--- config.mk ---
export PLATFORM = sky130hd
export DESIGN_NAME = ifu_fill_ctrl
export DESIGN_NICKNAME = d
export VERILOG_FILES = /design/src/rtl/ifu_pkg.sv /design/src/rtl/ifu_line_assembler.sv /design/src/rtl/ifu_fill_ctrl.sv
export SDC_FILE = /design/constraint.sdc
export NUM_CORES = 1
export LEC_CHECK = 0
export CAP_MARGIN = 15
export CORE_MARGIN = 1.5
export CORE_UTILIZATION = 35
export DETAILED_ROUTE_END_ITERATION = 16
export SETUP_SLACK_MARGIN = 0.3
export SYNTH_ARGS = -nofsm -noshare
export SYNTH_HDL_FRONTEND = slang
export SYNTH_HIERARCHICAL = 1
export SYNTH_SLANG_ARGS = --single-unit
--- constraint.sdc ---
create_clock -name Clock -period 2.4 [get_ports Clock]
set_clock_uncertainty 0.2 [all_clocks]
set_input_delay 0.24 -clock Clock [delete_from_list [all_inputs] [get_ports Clock]]
set_output_delay 0.24 -clock Clock [all_outputs]
set_load 0.01 [all_outputs]
--- src/rtl/ifu_pkg.sv ---
// Shared widths, fill FSM states and the line-response payload for the instruction fetch unit.
package ifu_pkg;

    localparam int unsigned ADDR_WIDTH       = 32;
    localparam int unsigned OFFSET_WIDTH     = 4;
    localparam int unsigned TAG_WIDTH        = ADDR_WIDTH - OFFSET_WIDTH;
    localparam int unsigned LINE_WIDTH       = 128;
    localparam int unsigned BEAT_WIDTH       = 32;
    localparam int unsigned NUM_BEATS        = LINE_WIDTH / BEAT_WIDTH;
    localparam int unsigned BEAT_CNT_WIDTH   = $clog2(NUM_BEATS);
    localparam int unsigned FILL_COUNT_WIDTH = 16;

    // A line must split into whole beats; checked at elaboration by the fill controller.
    localparam bit LINE_BEAT_ALIGNED = (LINE_WIDTH % BEAT_WIDTH) == 0;

    typedef enum logic [1:0] {
        IDLE,
        REQ,
        COLLECT,
        DELIVER
    } fill_state_t;

    typedef struct packed {
        logic [TAG_WIDTH-1:0]  tag;
        logic [LINE_WIDTH-1:0] line;
    } fill_rsp_t;

    function automatic logic [ADDR_WIDTH-1:0] lineAddr(input logic [TAG_WIDTH-1:0] tag);
        return {tag, OFFSET_WIDTH'(0)};
    endfunction

endpackage

--- src/rtl/ifu_line_assembler.sv ---
// Beat counter and line buffer: places each memory beat into its slot, lowest beat first,
// and flags the beat that completes the line.
module ifu_line_assembler
    import ifu_pkg::*;
(
    input  logic                  Clock,
    input  logic                  Rst,
    input  logic                  start,
    input  logic                  beatValid,
    input  logic [BEAT_WIDTH-1:0] beatData,
    output logic [LINE_WIDTH-1:0] lineNext_c,
    output logic                  lastBeat_c
);

    logic [BEAT_CNT_WIDTH-1:0] beatCnt;
    logic [LINE_WIDTH-1:0]     lineBuf;

    // Line including the beat arriving this cycle, so the last beat can be delivered without a bubble.
    always_comb begin
        lineNext_c = lineBuf;
        if (beatValid) begin
            lineNext_c[32'(beatCnt) * BEAT_WIDTH +: BEAT_WIDTH] = beatData;
        end
    end

    assign lastBeat_c = beatValid && (beatCnt == BEAT_CNT_WIDTH'(NUM_BEATS - 1));

    always_ff @(posedge Clock) begin
        if (Rst) begin
            beatCnt <= '0;
            lineBuf <= '0;
        end else if (start) begin
            beatCnt <= '0;
        end else if (beatValid) begin
            lineBuf <= lineNext_c;
            beatCnt <= beatCnt + 1'b1;
        end
    end

endmodule

--- src/rtl/ifu_fill_ctrl.sv ---
// Miss-fill sequencer: takes one cache miss at a time, issues a line burst read on the memory
// port, assembles the beats and returns the line to the cache as a one-cycle pulse.
module ifu_fill_ctrl
    import ifu_pkg::*;
(
    input  logic                        Clock,
    input  logic                        Rst,
    input  logic [TAG_WIDTH-1:0]        cache_reqTagIn,
    input  logic                        cache_reqTagValidIn,
    output logic [TAG_WIDTH-1:0]        cache_rspTagOut,
    output logic [LINE_WIDTH-1:0]       cache_rspInsLineOut,
    output logic                        cache_rspInsLineValidOut,
    output logic [ADDR_WIDTH-1:0]       mem_reqAddrOut,
    output logic                        mem_reqValidOut,
    input  logic                        mem_reqReadyIn,
    input  logic [BEAT_WIDTH-1:0]       mem_rspDataIn,
    input  logic                        mem_rspValidIn,
    output logic                        busyOut,
    output logic [FILL_COUNT_WIDTH-1:0] fillCountOut,
    output logic                        errOut
);

    if (!LINE_BEAT_ALIGNED) begin : gLineBeatCheck
        $error("ifu_fill_ctrl: LINE_WIDTH is not a multiple of BEAT_WIDTH");
    end

    fill_state_t                 state, stateNext;
    logic [TAG_WIDTH-1:0]        latchedTag, latchedTagNext;
    fill_rsp_t                   rsp, rspNext;
    logic                        rspValidNext;
    logic                        reqValidNext;
    logic [ADDR_WIDTH-1:0]       reqAddrNext;
    logic                        busyNext;
    logic [FILL_COUNT_WIDTH-1:0] fillCountNext;
    logic                        errNext;

    logic                        handshake_c;
    logic                        beatValid_c;
    logic                        lastBeat_c;
    logic [LINE_WIDTH-1:0]       lineNext_c;

    assign handshake_c = mem_reqValidOut && mem_reqReadyIn;
    assign beatValid_c = mem_rspValidIn && (state == COLLECT);

    ifu_line_assembler uAssembler (
        .Clock      (Clock),
        .Rst        (Rst),
        .start      (handshake_c),
        .beatValid  (beatValid_c),
        .beatData   (mem_rspDataIn),
        .lineNext_c (lineNext_c),
        .lastBeat_c (lastBeat_c)
    );

    // Next state plus next values of every registered output.
    always_comb begin
        stateNext      = state;
        latchedTagNext = latchedTag;
        rspNext        = rsp;
        reqAddrNext    = mem_reqAddrOut;
        fillCountNext  = fillCountOut;
        errNext        = errOut || (mem_rspValidIn && (state != COLLECT));

        unique case (state)
            IDLE: begin
                if (cache_reqTagValidIn) begin
                    latchedTagNext = cache_reqTagIn;
                    reqAddrNext    = lineAddr(cache_reqTagIn);
                    stateNext      = REQ;
                end
            end
            REQ: begin
                if (handshake_c) begin
                    stateNext = COLLECT;
                end
            end
            COLLECT: begin
                if (lastBeat_c) begin
                    rspNext.tag  = latchedTag;
                    rspNext.line = lineNext_c;
                    if (fillCountOut != '1) begin
                        fillCountNext = fillCountOut + 1'b1;
                    end
                    stateNext = DELIVER;
                end
            end
            DELIVER: begin
                // Skip one cycle so the cache has cleared the miss before IDLE looks again.
                stateNext = IDLE;
            end
            default: begin
                stateNext = IDLE;
            end
        endcase

        reqValidNext = (stateNext == REQ);
        rspValidNext = (stateNext == DELIVER);
        busyNext     = (stateNext != IDLE);
    end

    always_ff @(posedge Clock) begin
        if (Rst) begin
            state                    <= IDLE;
            latchedTag               <= '0;
            rsp                      <= '0;
            cache_rspInsLineValidOut <= 1'b0;
            mem_reqValidOut          <= 1'b0;
            mem_reqAddrOut           <= '0;
            busyOut                  <= 1'b0;
            fillCountOut             <= '0;
            errOut                   <= 1'b0;
        end else begin
            state                    <= stateNext;
            latchedTag               <= latchedTagNext;
            rsp                      <= rspNext;
            cache_rspInsLineValidOut <= rspValidNext;
            mem_reqValidOut          <= reqValidNext;
            mem_reqAddrOut           <= reqAddrNext;
            busyOut                  <= busyNext;
            fillCountOut             <= fillCountNext;
            errOut                   <= errNext;
        end
    end

    assign cache_rspTagOut     = rsp.tag;
    assign cache_rspInsLineOut = rsp.line;

endmodule
# Word level (Yosys, flattened, before mapping)
# Index checks and enable logic that the tools add are counted.
# classes
n_reduce_logical	12
shift	2
eq_ne	8
muxes	6
n_addsub	3
n_bitwise	1
# ops
cell	count
$bwmux 128	1
$mux 128	1
$shift 32x34->128 const A	1
$shiftx 32x34->128	1
$neg 7->34	1
$add 16x1->16 const B	1
$ne 16x16->1 const B	1
$eq 2x2->1 const B	4
$pmux 2 s4	1
$mux 2	3
$reduce_and 2->1	3
$eq 2x1->1 const B	2
$logic_and 1x1->1	4
$reduce_and 3->1	1
$add 2x1->2 const B	1
$logic_not 2->1	1
$ne 2x2->1 const B	1
$reduce_bool 2->1	1
$reduce_or 2->1	1
$logic_or 1x1->1	1
$not 1->1	1
# word_totals
register_bits	336
elab_cells	43
output_inout_bits	208
input_bits	65

# Longest topological paths before layout
# logic_depth
depth_word	6
ltp_mapped	10

# By module
# Netlist, hierarchy kept.
# modules_own_cells
module	seq_area_each_um2	n_inst	area_per_inst_um2	cells_each
ifu_fill_ctrl	4124.0	1	7313.3	928
ifu_line_assembler	2602.5	1	5861.9	587

# Worst setup path before layout
# OpenSTA, ideal clock, no wires.
# synth_path
path_kind	flip-flop to flip-flop
from	register state[0]
to	register fillCountOut[14]
path_stages_with_launch	10
setup_time_ns	0.070
synth_period_minus_slack_ns	2.474
path_buffers	1
path_slack_ns	-0.074
arrival_time_ns	2.204
cell_sequence	dfxtp_1 -> and2b_1 -> and2_1 -> nand2_1 -> inv_1 -> nand3b_1 -> or3_1 -> buf_2 -> or4_1 -> a21oi_1
# synth_between
elab_chain_len	4
# synth_lines
item	line_no	source
start, declared	ifu_fill_ctrl.sv:27	fill_state_t state, stateNext;
start signal, assigned	ifu_fill_ctrl.sv:113	state <= stateNext;
$eq 2x2->1	ifu_fill_ctrl.sv:43	assign beatValid_c = mem_rspValidIn && (state == COLLECT);
$logic_and 1x1->1	ifu_fill_ctrl.sv:43	
via beatValid_c	ifu_fill_ctrl.sv:38	logic beatValid_c;
$logic_and 1x1->1	ifu_line_assembler.sv:26	assign lastBeat_c = beatValid && (beatCnt == BEAT_CNT_WIDTH'(NUM_BEATS - 1));
via lastBeat_c	ifu_fill_ctrl.sv:39	logic lastBeat_c;
$reduce_and 3->1 (no line)	--	
end signal, assigned	ifu_fill_ctrl.sv:120	fillCountOut <= fillCountNext;
end, declared	ifu_fill_ctrl.sv:19	output logic [FILL_COUNT_WIDTH-1:0] fillCountOut,
# The timed path passes the listed nets, and every way through them passes these cells.
# A chain may end at the register's enable or synchronous reset.

# Final worst setup path
# layout_path
from	register uAssembler.beatCnt[0]
to	register rsp (netlist bit cache_rspInsLineOut[125])
# layout_between
elab_chain_len	4
word_cells_on_any_way	8
cone_classes	1 x add/sub; 1 x eq/ne; 2 x shift; 2 x mux; 2 x reduce/logical
# layout_lines
item	line_no	source
start, declared	ifu_line_assembler.sv:15	logic [BEAT_CNT_WIDTH-1:0] beatCnt;
start signal, assigned	ifu_line_assembler.sv:36	beatCnt <= beatCnt + 1'b1;
$neg 7->34 (*)	ifu_line_assembler.sv:22	lineNext_c[32'(beatCnt) * BEAT_WIDTH +: BEAT_WIDTH] = beatData;
$shiftx 32x34->128 or $shift 32x34->128 (tied branches)	ifu_line_assembler.sv:22	
$bwmux 128 (*)	ifu_line_assembler.sv:22	
$mux 128 (*)	ifu_line_assembler.sv:21	if (beatValid) begin
via lineNext_c[125]	ifu_fill_ctrl.sv:40	logic [LINE_WIDTH-1:0] lineNext_c;
end signal, assigned	ifu_fill_ctrl.sv:115	rsp <= rspNext;
end, declared	ifu_fill_ctrl.sv:29	fill_rsp_t rsp, rspNext;
# Mark *: on every way through the listed nets, which the timed path passes. The rest lies on a longest branch.

==> results.cfg <==
[floorplanning]
core_um2 = 36870
dieArea_um2 = 38820
die_w_um = 197.0
die_h_um = 197.0
row_count = 70
ioPinCount = 273
initial_core_util_pct = 35.73

[synth]
yosys-top-cells-area = dfxtp_1 (51%), nand2_1 (12%), a21oi_1 (8.8%), a22o_1 (8.5%), a32o_1 (7.3%)
synthDistinctLibCells = 40
netlist_area_um2 = 13180
ys_seq_elements = 336
synth_edf_count = 0
syn-instance-count = 1515
ys_async_sr_fraction_pct = 0
ys_seq_area_share_pct = 51.05
synth_ff_type = dfxtp_1
ys_warn_count = 6
yosys.area.top_type_share_pct = 51.05
syn_avg_cell_area_um2 = 8.696
yosysTopAreaCell = dfxtp_1

[clocking]
clk_pin_slew_ns = 0.06
clock_latency_ns = 0.52
htreeDepth = 2
cts_buffers = 37
clockRootBuffer = clkbuf_16
cts.path.max_buffers = 3
cts_tree = done
cts_sinks = 336
cts_hold_repair.buffers = 0

[worst_setup_path]
rr_worst_depth = 10
worst_setup_path_end_kind = register
rr_startpoint = uAssembler/beatCnt[0]$_SDFFE_PP0P_
crit_path_start = uAssembler/beatCnt[0]$_SDFFE_PP0P_
timing.rr.end = cache_rspInsLineOut[125]$_SDFFE_PP0P_
worstSetupPathType = reg -> reg
crit_path_start_kind = register
cp.required_ns = 2.65
r2r_slack_ns = 0.1
crit_path_max_fanout = 7
cp.arrival_ns = 2.56

[sta]
hold_viol_final = 0
min_period_ns = 2.302
fin_crit_sh_pct = 95.94
finalSetupTns_ns = 0
setup_slack_ns = 0.09752
maxSlewHeadroom_pct = 56.22
drv_slew = 0
grt_setup_unrepaired = yes
timing.fmax_mhz = 434.3
setup_viol = 0
tightestPinTransition_ns = 0.6568
hold_ws_ns = 0.01885

[grt]
grt_pass1_vias = 11550
antenna_found_initial = 0
track_usage_pct = 22.57
grt_remaining_overflow = 0
grt_first_pass_wirelength_um = 68370
grt_max_degree = 98

[power_and_ir_drop]
cell_internal_pwr_uw = 8995
swShare_pct = 23.22
pwr-share-comb_pct = 5.5
leakagePower_uw = 0.006225
clkPwrFrac_pct = 46.3
switchingPower_uw = 2720
seqPwrFrac_pct = 48.2
powerDensity_nw_per_um2 = 636.6
ir_drop_uv = 399.0

[drt]
viasPerCell = 5.482
drc = 0
finalWirelength_um = 47580
num_vias = 12410
ant_nets = 0
wl_per_cell_um = 21.02
dr.pass1.iters = 6
drt_iter0_drc = 953

[finish]
area_growth_pct = 39.68
drive_above_1_share_pct = 11.31
multi_input_area_um2 = 5937
fillers = 3523
diodes = 0
final_cell_mix = nand2_1 (408), dfxtp_1 (331), clkdlybuf4s50_1 (267)
layout_commonest_cell = nand2_1
num-nets-final = 1804
seq_area_um2 = 6733

[status]
outcome = complete, no violations

[placement]
place_ws_ns = 0.007194
dp_hpwl_um = 28890
gp_congestion = 0.8164
port_buffers = 268

[worst_hold_path]
whs_path_depth = 2
hold_start = Rst
holdPathEnd = fillCountOut[10]$_SDFFE_PP0P_
worstHoldPathType = in -> reg

[flow_run]
cap_violations = 0
-- kinds of logic (layout without fill, tap and decap cells) --
family          Yosys count  in the layout  share of synthesized area, %
simple gates            509            509                         16.49
compound gates          479            479                         25.79
flops                   336            336                         51.05
buf+inv                 183            424                         6.002
fa+ha+maj                 6              6                        0.5698
other cells               1              4                       0.02846
xor+xnor                  1              1                       0.06649
-- worst max-delay path, stage by stage, from the launching register on --
cell	delay, ns
dfxtp_2	0.35
buf_8	0.11
clkinvlp_4	0.15
ha_4	0.27
nand3b_1	0.24
nor3_4	0.29
buf_4	0.17
clkbuf_16	0.14
a22o_1	0.14
nand2_1	0.05
a21oi_1	0.12
-- metrics by stage --
stage / total power [uW] / std cells / area (um^2) / utilization (%)
final: 11720 / 2263 / 18400 / 49.91
after detailed placement: 6400 / 2162 / 16420 / 44.54
after global routing: 12100 / 2263 / 18400 / 49.91
after floorplan: 6059 / 1518 / 13220 / -
after CTS: 11820 / 2241 / 17900 / 48.55
after global placement: 6396 / 2162 / 16420 / 44.54
-- worst max path at each step --
| stage | to | slack, ns |
|---|---|---|
| floorplan | fillCountOut[9]$_SDFFE_PP0P_ | 0.21 |
| global placement | fillCountOut[13]$_SDFFE_PP0P_ | 0.04 |
| detailed placement | fillCountOut[13]$_SDFFE_PP0P_ | 0.007 |
| CTS | cache_rspInsLineOut[72]$_SDFFE_PP0P_ | 0.24 |
| global route | cache_rspInsLineOut[121]$_SDFFE_PP0P_ | 0.04 |
| finish | cache_rspInsLineOut[125]$_SDFFE_PP0P_ | 0.1 |
-- power groups by stage --
stage | combinational (uW) | clock (uW) | sequential, uW
detailed placement | 630 | 0 | 5770
finish | 648 | 5420 | 5650
floorplan | 276 | 0 | 5780
CTS | 635 | 5540 | 5650
global route | 681 | 5770 | 5650
global placement | 629 | 0 | 5770
-- cell usage after synthesis, types with 2 or more instances --
cell      instances
ha_1              6
buf_2            41
a32o_1           96
clkbuf_1         95
nor2b_1           3
buf_1             5
a211oi_1          2
o21ai_0           6
dfxtp_1         336
nor3_1            6
nor2_1            9
or3_1             5
and4_1            2
o21a_1            2
and2_1            6
nand4_1          40
a21oi_1         232
buf_4             4
or4_1             9
a22o_1          128
nor4_1            2
nand3b_1          4
o31ai_1          10
nand3_1           4
a31oi_1           2
nand2_1         411
inv_1             7
clkbuf_2         30
-- area by class of cell --
cell class	instances	area share, %
flip-flops and latches	336	36.59
clock inverters	14	0.5575
well taps	504	3.427
clock buffers	51	5.643
inverters	8	0.1972
multi-input cells	999	32.26
repair buffers	351	21.33
-- flip-flops by register name, summed over array words and instances (netlist names) --
| signal | flops |
|---|---|
| cache_rspInsLineOut | 128 |
| uAssembler/lineBuf | 128 |
| cache_rspTagOut | 28 |
| mem_reqAddrOut | 28 |
| fillCountOut | 16 |
| state | 2 |
| uAssembler/beatCnt | 2 |
| busyOut | 1 |
| cache_rspInsLineValidOut | 1 |
| errOut | 1 |
| mem_reqValidOut | 1 |
-- per-layer routing --
metal	GRT usage (%)	up-vias	wire length (um)
li1	-	5825	-
met1	29.55	5995	20300
met2	37.19	506	22160
met3	4.354	79	3730
met4	7.775	0	1392
met5	0	-	0
-- timing repair --
item                       CTS  global route
gates cloned                 4            12
pin swaps                    9            22
resized for setup           31            39
setup buffers               10            10
setup endpoints to repair  181           199
Power figures use the tool's default switching activity.
